**src/rtl/systolic_c_drain.sv**
```systemverilog
// systolic_c_drain
// South-edge drain for the systolic array. Each column result stream lands
// in its own small circular FIFO. Once every column holds at least one
// entry, one entry is popped from each column into an aligned output row.
// Rows leave on a single valid/ready port. A row counter tracks the
// position inside an N-row tile and pulses tile_done after the last row.
// Optional build macro: DRAIN_SAT_EN clamps each popped value to the signed
// OUT_W range and sign-extends it back to ACC_W.
module systolic_c_drain #(
  parameter int N     = 4,
  parameter int ACC_W = 32,
  parameter int DEPTH = 4,
  parameter int OUT_W = 16,
  localparam int IDX_W = (N > 1) ? $clog2(N) : 1,
  localparam int PTR_W = (DEPTH > 1) ? $clog2(DEPTH) : 1,
  localparam int OCC_W = PTR_W + 1
) (
  input  logic                    clk,
  input  logic                    rst_n,
  input  logic                    en,
  input  logic                    flush,
  input  logic signed [ACC_W-1:0] c_south [N],
  input  logic [N-1:0]            c_valid,
  output logic [N-1:0]            c_ready,
  output logic [N*ACC_W-1:0]      row_data,
  output logic                    row_valid,
  input  logic                    row_ready,
  output logic [IDX_W-1:0]        row_idx,
  output logic                    tile_done,
  output logic [OCC_W-1:0]        occ [N]
);

  typedef enum logic [1:0] {S_IDLE, S_COLLECT, S_PRESENT} state_t;

  localparam logic signed [ACC_W-1:0] SAT_HI = ACC_W'((longint'(1) << (OUT_W - 1)) - 1);
  localparam logic signed [ACC_W-1:0] SAT_LO = ~SAT_HI;

  logic signed [ACC_W-1:0] mem_q [N][DEPTH];
  logic [PTR_W-1:0]        wr_ptr_q [N];
  logic [PTR_W-1:0]        wr_ptr_d [N];
  logic [PTR_W-1:0]        rd_ptr_q [N];
  logic [PTR_W-1:0]        rd_ptr_d [N];
  logic [OCC_W-1:0]        occ_q [N];
  logic [OCC_W-1:0]        occ_d [N];
  logic [N-1:0]            push;
  logic [N-1:0]            not_empty;
  logic                    alive_q;
  logic                    live;
  logic                    fire;
  logic                    accept;
  logic                    any_d;
  state_t                  state_q, state_d;
  logic [N*ACC_W-1:0]      row_data_q, row_data_d;
  logic [IDX_W-1:0]        idx_q, idx_d;
  logic                    tile_done_q, tile_done_d;

  // Clamp to the signed OUT_W range, result sign-extended to ACC_W.
  function automatic logic signed [ACC_W-1:0] sat_out(input logic signed [ACC_W-1:0] v);
    if (v > SAT_HI) return SAT_HI;
    else if (v < SAT_LO) return SAT_LO;
    else return v;
  endfunction

  // Value shaping applied to every popped entry.
  function automatic logic signed [ACC_W-1:0] shape(input logic signed [ACC_W-1:0] v);
`ifdef DRAIN_SAT_EN
    return sat_out(v);
`else
    return v;
`endif
  endfunction

  assign row_valid = (state_q == S_PRESENT);

  // Column handshakes, row fire decision and next FIFO pointer/occupancy state.
  // alive_q keeps ready low during reset and for the first edge after it.
  always_comb begin
    live      = alive_q & en & ~flush;
    push      = '0;
    not_empty = '0;
    c_ready   = '0;
    for (int i = 0; i < N; i++) begin
      not_empty[i] = (occ_q[i] != '0);
      c_ready[i]   = live & (occ_q[i] != OCC_W'(DEPTH));
      push[i]      = c_valid[i] & c_ready[i];
    end
    fire   = live & (&not_empty) & (~row_valid | row_ready);
    accept = live & row_valid & row_ready;
    any_d  = 1'b0;
    for (int i = 0; i < N; i++) begin
      wr_ptr_d[i] = wr_ptr_q[i] + PTR_W'(push[i]);
      rd_ptr_d[i] = rd_ptr_q[i] + PTR_W'(fire);
      occ_d[i]    = occ_q[i] + OCC_W'(push[i]) - OCC_W'(fire);
      if (flush) begin
        wr_ptr_d[i] = '0;
        rd_ptr_d[i] = '0;
        occ_d[i]    = '0;
      end
      any_d = any_d | (occ_d[i] != '0);
    end
  end

  // Output row register, row counter and tile completion pulse.
  always_comb begin
    row_data_d  = row_data_q;
    idx_d       = idx_q;
    tile_done_d = accept & (idx_q == IDX_W'(N - 1));
    if (fire) begin
      for (int i = 0; i < N; i++) begin
        row_data_d[i*ACC_W +: ACC_W] = shape(mem_q[i][rd_ptr_q[i]]);
      end
    end
    if (accept) begin
      idx_d = (idx_q == IDX_W'(N - 1)) ? '0 : idx_q + 1'b1;
    end
    if (flush) begin
      idx_d       = '0;
      tile_done_d = 1'b0;
    end
  end

  // Drain state: PRESENT while a row is held, otherwise COLLECT/IDLE by occupancy.
  always_comb begin
    state_d = state_q;
    if (flush) begin
      state_d = S_IDLE;
    end else if (live) begin
      if (fire) state_d = S_PRESENT;
      else if (row_valid && !row_ready) state_d = S_PRESENT;
      else state_d = any_d ? S_COLLECT : S_IDLE;
    end
  end

  // Control and output registers with asynchronous reset.
  always_ff @(posedge clk or posedge rst_n) begin
    if (rst_n) begin
      alive_q     <= 1'b0;
      state_q     <= S_IDLE;
      idx_q       <= '0;
      tile_done_q <= 1'b0;
      row_data_q  <= '0;
      for (int i = 0; i < N; i++) begin
        wr_ptr_q[i] <= '0;
        rd_ptr_q[i] <= '0;
        occ_q[i]    <= '0;
      end
    end else begin
      alive_q     <= 1'b1;
      state_q     <= state_d;
      idx_q       <= idx_d;
      tile_done_q <= tile_done_d;
      row_data_q  <= row_data_d;
      for (int i = 0; i < N; i++) begin
        wr_ptr_q[i] <= wr_ptr_d[i];
        rd_ptr_q[i] <= rd_ptr_d[i];
        occ_q[i]    <= occ_d[i];
      end
    end
  end

  // Column storage: written on push only; contents beyond occupancy are don't-care.
  always_ff @(posedge clk) begin
    for (int i = 0; i < N; i++) begin
      if (push[i]) mem_q[i][wr_ptr_q[i]] <= c_south[i];
    end
  end

  assign row_data  = row_data_q;
  assign row_idx   = idx_q;
  assign tile_done = tile_done_q;
  assign occ       = occ_q;

endmodule

```
**config.mk**
```make
export PLATFORM = sky130hd
export DESIGN_NAME = systolic_c_drain
export DESIGN_NICKNAME = d
export VERILOG_FILES = /design/src/rtl/systolic_c_drain.sv
export SDC_FILE = /design/constraint.sdc
export NUM_CORES = 1
export LEC_CHECK = 0
export CAP_MARGIN = 20
export CORE_ASPECT_RATIO = 1.1
export CORE_UTILIZATION = 50
export DETAILED_ROUTE_END_ITERATION = 8
export DONT_BUFFER_PORTS = 1
export GPL_TIMING_DRIVEN = 0
export PLACE_DENSITY = 0.62
export SLEW_MARGIN = 5
export SYNTH_ARGS = -nofsm -noshare
export SYNTH_HDL_FRONTEND = slang
export SYNTH_SLANG_ARGS = --single-unit
```
**constraint.sdc**
```tcl
create_clock -name clk -period 5.14 [get_ports clk]
set_input_delay 0.257 -clock clk [delete_from_list [all_inputs] [get_ports clk]]
set_output_delay 0.257 -clock clk [all_outputs]
set_load 0.02 [all_outputs]
```
==> summary.txt, run 1 <==
Run status
  • Run status: complete, no violations

Placement
  • Placed Cells: 1818
  • Dpl hpwl: 33500 um
  • GPL Wtd Cong: 0.700
  • Input/output buffers: 0
  • Placed cell area: 26900 um^2

Worst setup path
  • Reg2Reg Setup Slack: 1.09 ns
  • Worst path max stage delay: 0.65 ns
  • Worst-path cell chain: nor3_1 -> nor4_4 -> nand3b_2 -> buf_4 -> buf_6 -> inv_1 -> ha_1 -> inv_1 -> ha_1 -> inv_1 -> fa_1 -> nor4b_1 -> a21oi_1 -> a211o_1 -> a31o_2
  • Data arrival, critical path: 4.52 ns
  • Most frequent CP cell: inv_1
  • Type of origin of the critical path: flip-flop
  • Crit path kind: reg2reg
  • Cell count of the worst reg-to-reg path: 15
  • Slowest-stage cell, CP: dfrtp_1
  • FF-to-FF Start: occ[10]
  • Element type at the critical path end: flip-flop
  • Critical Path RT: 5.62 ns
  • Worst-path fanout max: 10
  • R2r endpoint: state_q[0]

Synthesis
  • FF+latch count, synth: 674
  • Synth unique cells: 36
  • Seq/Total Area, Yosys: 76.4%
  • Post-synth EDFFs: 512
  • Post-Syn Nets: 1271
  • Mapped Cells: 1113
  • Most used flip-flop cell after synthesis: edfxtp_1
  • Warnings from Yosys: 0
  • Mapped Area: 25400 um^2
  • Synth area leader: edfxtp_1
  • Async SR Flop Fraction: 24.0%
  • Synth top area share: 60.4%
  • Average size of a mapped cell: 22.9 um^2
  • Synth top area cells: edfxtp_1 60%, dfrtp_1 16%, mux4_2 11%, mux2_4 5.9%, mux2_2 0.84%

Floorplan
  • Top Ports: 285
  • Core Region: 50100 um^2
  • Row Count: 86
  • Starting density of the core: 50.7%
  • Die Wd: 217 um
  • Chip height: 239 um
  • Die Area: 51800 um^2

Power
  • Switching share of power: 19.5%
  • Sw power: 2150 uW
  • Internal power: 8890 uW
  • Leak pwr: 0.0113 uW
  • Max IR drop VDD: 0.354 mV
  • Part of the power in registers: 53.5%
  • Combinational cell fraction of total power: 2.1%
  • Clock share of power: 44.4%
  • Pwr per Cell Area: 362 nW/um^2

Clock tree
  • Clock Pin Slew Worst Setup and Hold Paths: 0.06 ns
  • Clk root buf: clkbuf_16
  • Post-CTS Repair Setup Buffers: 0
  • Clock buffer depth: 3
  • Clock sinks: 674
  • Worst-Skew Late Latency: 0.60 ns
  • H-tree Lvls: 3
  • CTS tree: done
  • Post-CTS Resized: 0
  • CTS Buf Count: 69

Timing
  • Slew HR: 32.3%
  • RSZ-0062 raised after global routing: false
  • Final Skew: 0.0161 ns
  • Worst slew pin tran: 1.01 ns
  • Min Tclk post-route: 4.05 ns
  • Max frequency: 0.247 GHz
  • Max Slew Vio Count: 0
  • Count of final setup violators: 0
  • Final Hold Viols: 0
  • Setup_tns: 0 ns
  • Ratio of final minimum period to clock period: 78.7%

Hold path
  • Hold_sp: row_ready
  • Worst hold path type: in2reg
  • Hold path endpoint: state_q[0]
  • WHS Path Cells: 3

Finish
  • Final nets: 1519
  • Layout Cells excl Fill: 2079
  • Area Overhead vs Synth: 19.9%
  • Share of cells above drive strength 1: 31.0%
  • Layout filler cell count: 3576
  • Post-route cell area: 30500 um^2
  • Seq. cell area: 19400 um^2
  • Multi-input logic area: 5720 um^2

Global route
  • GRT overflow: 0
  • Initial antenna violation count: 4
  • Largest net degree at the start of global routing: 85
  • Global-route wire length before repair: 75500 um
  • Number of global-route vias before repair: 12200
  • GRT Util Overall: 19.9%

Route
  • DRC Markers: 0
  • Final antenna-violating net count: 0
  • Starting DRT DRC Count: 562
  • Drt pass-1 iters: 4
  • Vias per inst: 5.45
  • WL final: 49900 um
  • Avg WL per Cell: 24.0 um
  • Vias: 11300

Flow run
  • Max Cap Viol: 0
==> Yosys cell counts, types with 9 or more instances <==
| cell type | n |
|---|---|
| nor2_1 | 23 |
| buf_2 | 12 |
| edfxtp_1 | 512 |
| dfrtp_1 | 162 |
| ha_1 | 17 |
| mux2_1 | 9 |
| xnor2_1 | 10 |
| inv_1 | 15 |
| mux2_2 | 19 |
| mux4_2 | 128 |
| mux2_4 | 100 |
| buf_6 | 11 |
| clkbuf_1 | 24 |
| nor3b_1 | 9 |
| nor2b_1 | 14 |
==> what timing repair did <==
action                     CTS  global route
hold buffers               132             0
hold endpoints to repair   592             0
setup endpoints to repair    0             0
==> layer usage <==
| metal | share of wire, % | GRT usage [%] |
|---|---|---|
| met3 | 6.7 | 5.74 |
| met1 | 39 | 24.4 |
| met5 | 0.040 | 0 |
| met4 | 2.4 | 7.08 |
| met2 | 52 | 33.6 |
==> power groups by stage <==
| stage | Combinational [uW] | Clock, uW | Sequential, uW |
|---|---|---|---|
| finish | 234 | 4900 | 5910 |
| global placement | 100 | 0 | 6030 |
| floorplan | 70.4 | 0 | 6020 |
| detailed placement | 113 | 0 | 6030 |
| global route | 257 | 5230 | 5910 |
| CTS | 239 | 5030 | 5910 |
==> area by class of cell <==
type	count	share of cell area, %
sequential	674	63.7
multi-input combinational	374	18.8
clock buffer	99	6.47
timing repair buffer	177	6.26
tap	660	2.71
buffer	50	0.973
clock inverter	29	0.882
inverter	15	0.209
antenna	1	0.00821
==> worst max-delay path by stage <==
| stage | startpoint | endpoint | cells past startpoint |
|---|---|---|---|
| floorplan | rst_n | alive_q | 1 |
| global placement | rst_n | row_data[56] | 1 |
| detailed placement | occ[10] | state_q[0] | 15 |
| CTS | occ[10] | state_q[0] | 15 |
| global route | state_q[0] | state_q[0] | 15 |
| finish | occ[10] | state_q[0] | 15 |
==> kinds of logic after synthesis <==
group / Yosys count / synth area share [%]
flops: 674 / 76.4
mux: 258 / 18.6
simple gates: 71 / 1.66
buf+inv: 65 / 1.39
fa+ha+maj: 21 / 1.15
xor+xnor: 13 / 0.610
compound gates: 10 / 0.241
other cells: 1 / 0.0147
==> metrics by stage <==
step	setup WS (ns)	util [%]	total power, uW	hold WS, ns
detailed placement	1.00	53.7	6140	0.274
finish	1.09	60.8	11000	0.0557
CTS	0.973	60.8	11200	0.0160
floorplan	0.506	-	6090	0.356
global route	0.826	60.8	11400	0.0560
global placement	-2.39	52.4	6130	0.356
==> critical path, delay by kind of cell (launching register included) <==
kind / cells / cell delay (ns)
flip-flops: 1 / 0.65
buffers and inverters: 5 / 0.85
AO/OA/AOI/OAI: 3 / 0.56
adder cells (fa/ha/maj): 3 / 0.94
AND/OR/NAND/NOR: 4 / 0.93
==> layout by cell type (no fill, tap or decap), types with 14 or more instances in the layout <==
cell type,instances
buf_6,29
clkbuf_1,44
clkbuf_16,72
dfrtp_1,162
dlygate4sd3_1,132
edfxtp_1,512
ha_1,17
inv_1,14
mux2_2,19
mux2_4,100
mux4_2,128
nor2_1,23
nor2b_1,14
==> flip-flops by register name, summed over array words and instances, names as in the netlist <==
| signal | flops |
|---|---|
| mem_q | 512 |
| row_idx | 2 |
| occ | 12 |
| tile_done | 1 |
| wr_ptr_q | 8 |
| alive_q | 1 |
| row_data | 128 |
| state_q | 2 |
| rd_ptr_q | 8 |
(Power assumes the default switching activity.)
==> inputs of run 2 (changes only) <==
==> constraint.sdc (replaced) <==
create_clock -name clk -period 3.93 [get_ports clk]
set_input_delay 0.1965 -clock clk [delete_from_list [all_inputs] [get_ports clk]]
set_output_delay 0.1965 -clock clk [all_outputs]
set_load 0.02 [all_outputs]
==> run 2 against run 1 <==
First-iteration DRC count grew 17%. Clock power rose by 34%. Via count rose by 0.48%. Hold slack improved by 0.057 ns. Sequential share of layout area shrank 0.54 points. Critical path depth shrank 1. Utilization rose by 0.55 points. Critical path type unchanged. Largest cell class unchanged.
==> summary.txt, run 2 (synthesis results as in run 1) <==
Finish
  • Layout Cells excl Fill: 2079 (unchanged)
  • Share of cells above drive strength 1: 32.3% (+1.2 points)
  • Largest register FFs: 512 (unchanged)
  • Commonest non-fill, non-tap cells in the layout: 512 x edfxtp_1, 155 x dfrtp_1, 133 x dlygate4sd3_1
  • Seq. cell area: 19400 um^2 (about the same)
  • Layout filler cell count: 3582 (+0.17%)
  • Antenna diodes: 0 (-1)
  • Fin util: 61.4% (+0.55 points)
  • Area Overhead vs Synth: 20.9%
  • Leading cell type in the layout, fill and taps excluded: edfxtp_1
  • Final nets: 1520 (+0.066%)
  • Multi-input logic area: 5810 um^2 (+1.6%)

Placement
  • Dpl hpwl: 33500 um (about the same)
  • Placed Cells: 1814 (-0.22%)
  • Input/output buffers: 0 (unchanged)
  • GPL Wtd Cong: 0.705 (+0.77%)

Timing
  • WHS: 0.113 ns (+0.0571 ns)
  • Final Skew: 0.0209 ns (+0.00481 ns)
  • Count of final setup violators: 0 (unchanged)
  • Max Slew Vio Count: 0 (unchanged)
  • Final Hold Viols: 0 (unchanged)
  • Slew HR: 44.4% (+12 points)
  • Ratio of final minimum period to clock period: 94.6% (+16 points)
  • Min Tclk post-route: 3.72 ns (-0.327 ns)
  • RSZ-0062 raised after global routing: false
  • Setup_tns: 0 ns (unchanged)
  • Max frequency: 0.269 GHz (+8.8%)
  • Worst slew pin tran: 0.833 ns (-0.178 ns)

Clock tree
  • Worst-Skew Late Latency: 0.61 ns (about the same)
  • CTS Buf Count: 70 (+1.4%)
  • Clock buffer depth: 3 (unchanged)
  • CTS tree: done
  • H-tree Lvls: 3 (unchanged)
  • Clk root buf: clkbuf_16
  • Clock sinks: 674 (unchanged)
  • Clock Pin Slew Worst Setup and Hold Paths: 0.06 ns (about the same)

Floorplan
  • Die Area: 51800 um^2 (unchanged)
  • Core Region: 50100 um^2 (unchanged)
  • Starting density of the core: 50.7% (unchanged)
  • Top Ports: 285 (unchanged)
  • Die Wd: 217 um (unchanged)
  • Row Count: 86 (unchanged)
  • Chip height: 239 um (unchanged)

Worst setup path
  • Crit path buffers/inverters: 5 (unchanged)
  • Worst path max stage delay: 0.53 ns (-0.12 ns)
  • Slowest-stage cell, CP: fa_1
  • Element type at the critical path end: flip-flop
  • Crit path kind: reg2reg
  • Worst-path fanout max: 10 (unchanged)
  • Type of origin of the critical path: flip-flop
  • Cell count of the worst reg-to-reg path: 14 (-1)
  • Reg2Reg Setup Slack: 0.21 ns (-0.88 ns)
  • R2r endpoint: state_q[0]
  • Data arrival, critical path: 4.20 ns (-0.32 ns)
  • Largest delay share family, worst path: adder cells
  • Critical Path RT: 4.41 ns (-1.21 ns)
  • FF-to-FF Start: occ[4]
  • Worst-path cell chain: or3_1 -> nand3b_4 -> buf_8 -> buf_6 -> clkinvlp_4 -> ha_1 -> inv_1 -> ha_1 -> inv_1 -> fa_1 -> and4b_1 -> a21oi_1 -> a211o_1 -> a31o_2

Power
  • Leak pwr: 0.0114 uW (+0.77%)
  • Max IR drop VDD: 0.389 mV (+10%)
  • Pwr per Cell Area: 475 nW/um^2 (+31%)
  • Total Power: 14600 uW (+32%)

Global route
  • Number of global-route vias before repair: 12300 (+1.2%)
  • Initial antenna violation count: 0 (-4)
  • Largest net degree at the start of global routing: 34 (-60%)
  • Global-route wire length before repair: 76300 um (+1.1%)
  • GRT Util Overall: 20.1% (+0.26 points)
  • GRT overflow: 0 (unchanged)

Route
  • Avg WL per Cell: 24.3 um (+1.2%)
  • Final antenna-violating net count: 0 (unchanged)
  • Starting DRT DRC Count: 658 (+17%)
  • Vias: 11400 (+0.48%)
  • WL final: 50500 um (+1.2%)
  • Drt pass-1 iters: 4 (unchanged)
  • Vias per inst: 5.47 (+0.48%)
  • DRC Markers: 0 (unchanged)

Hold path
  • WHS Path Cells: 2 (-1)
  • Hold path endpoint: mem_q[3][97]
  • Worst hold path type: in2reg
  • Hold_sp: c_valid[3]

Run status
  • Run status: complete, no violations

Flow run
  • Max Cap Viol: 0 (unchanged)
## run 2: changes by cell type in the layout (fill, tap and decap cells not counted), moves of 4 or more
cell      delta
buf_12       +6
buf_16       +4
buf_6        -7
clkbuf_1     -4
dfrtp_1      -7
dfrtp_2      +7
nor3b_2      -8
nor3b_4      +8
## run 2: where the power goes
group / total (uW) / switching [uW] / internal [uW]
combinational: 319 / 170 / 149
sequential: 7730 / 19.4 / 7710
clock: 6570 / 2670 / 3900
## run 2: per-stage QoR
| step | setup WS [ns] | cell area (um^2) |
|---|---|---|
| final | 0.211 | 30800 |
| after global routing | 0.0251 | 30800 |
| after CTS | 0.0213 | 30700 |
| after detailed placement | -0.275 | 27000 |
| after global placement | -2.79 | 26300 |
| after floorplan | -0.0305 | 25500 |
## run 2: routing by layer
metal  global-route usage (%)  part of all wire, %  wire length [um]
met5                        0                    0                 0
met4                     7.21                  2.2              1100
met3                     6.02                  7.4              3720
met2                     33.3                   51             25800
met1                     25.2                   39             19900
## run 2: worst max path at each step
stage               startpoint       endpoint  slack [ns]  cells after the start
global placement        occ[1]  mem_q[3][110]       -2.79                      4
floorplan              occ[10]  mem_q[0][100]       -0.03                      4
detailed placement  state_q[0]     state_q[0]       -0.28                     15
global route            occ[4]     state_q[0]        0.03                     14
finish                  occ[4]     state_q[0]        0.21                     14
CTS                    occ[10]     state_q[0]        0.02                     15
## run 2: repair_timing
item | CTS | global route
setup buffers | 3 | 0
endpoints found under the setup margin | 1 | 1
hold buffers | 133 | 0
hold endpoints to repair | 548 | 0
resized for setup | 7 | 11
## run 2: layout make-up
class / instances / share of cell area [%]
Multi-Input combinational cell: 374 / 18.9
Sequential cell: 674 / 63.2
Buffer: 50 / 0.988
Tap cell: 660 / 2.68
Timing Repair Buffer: 177 / 6.56
Clock buffer: 97 / 6.49
Clock inverter: 32 / 1.00
Inverter: 15 / 0.207
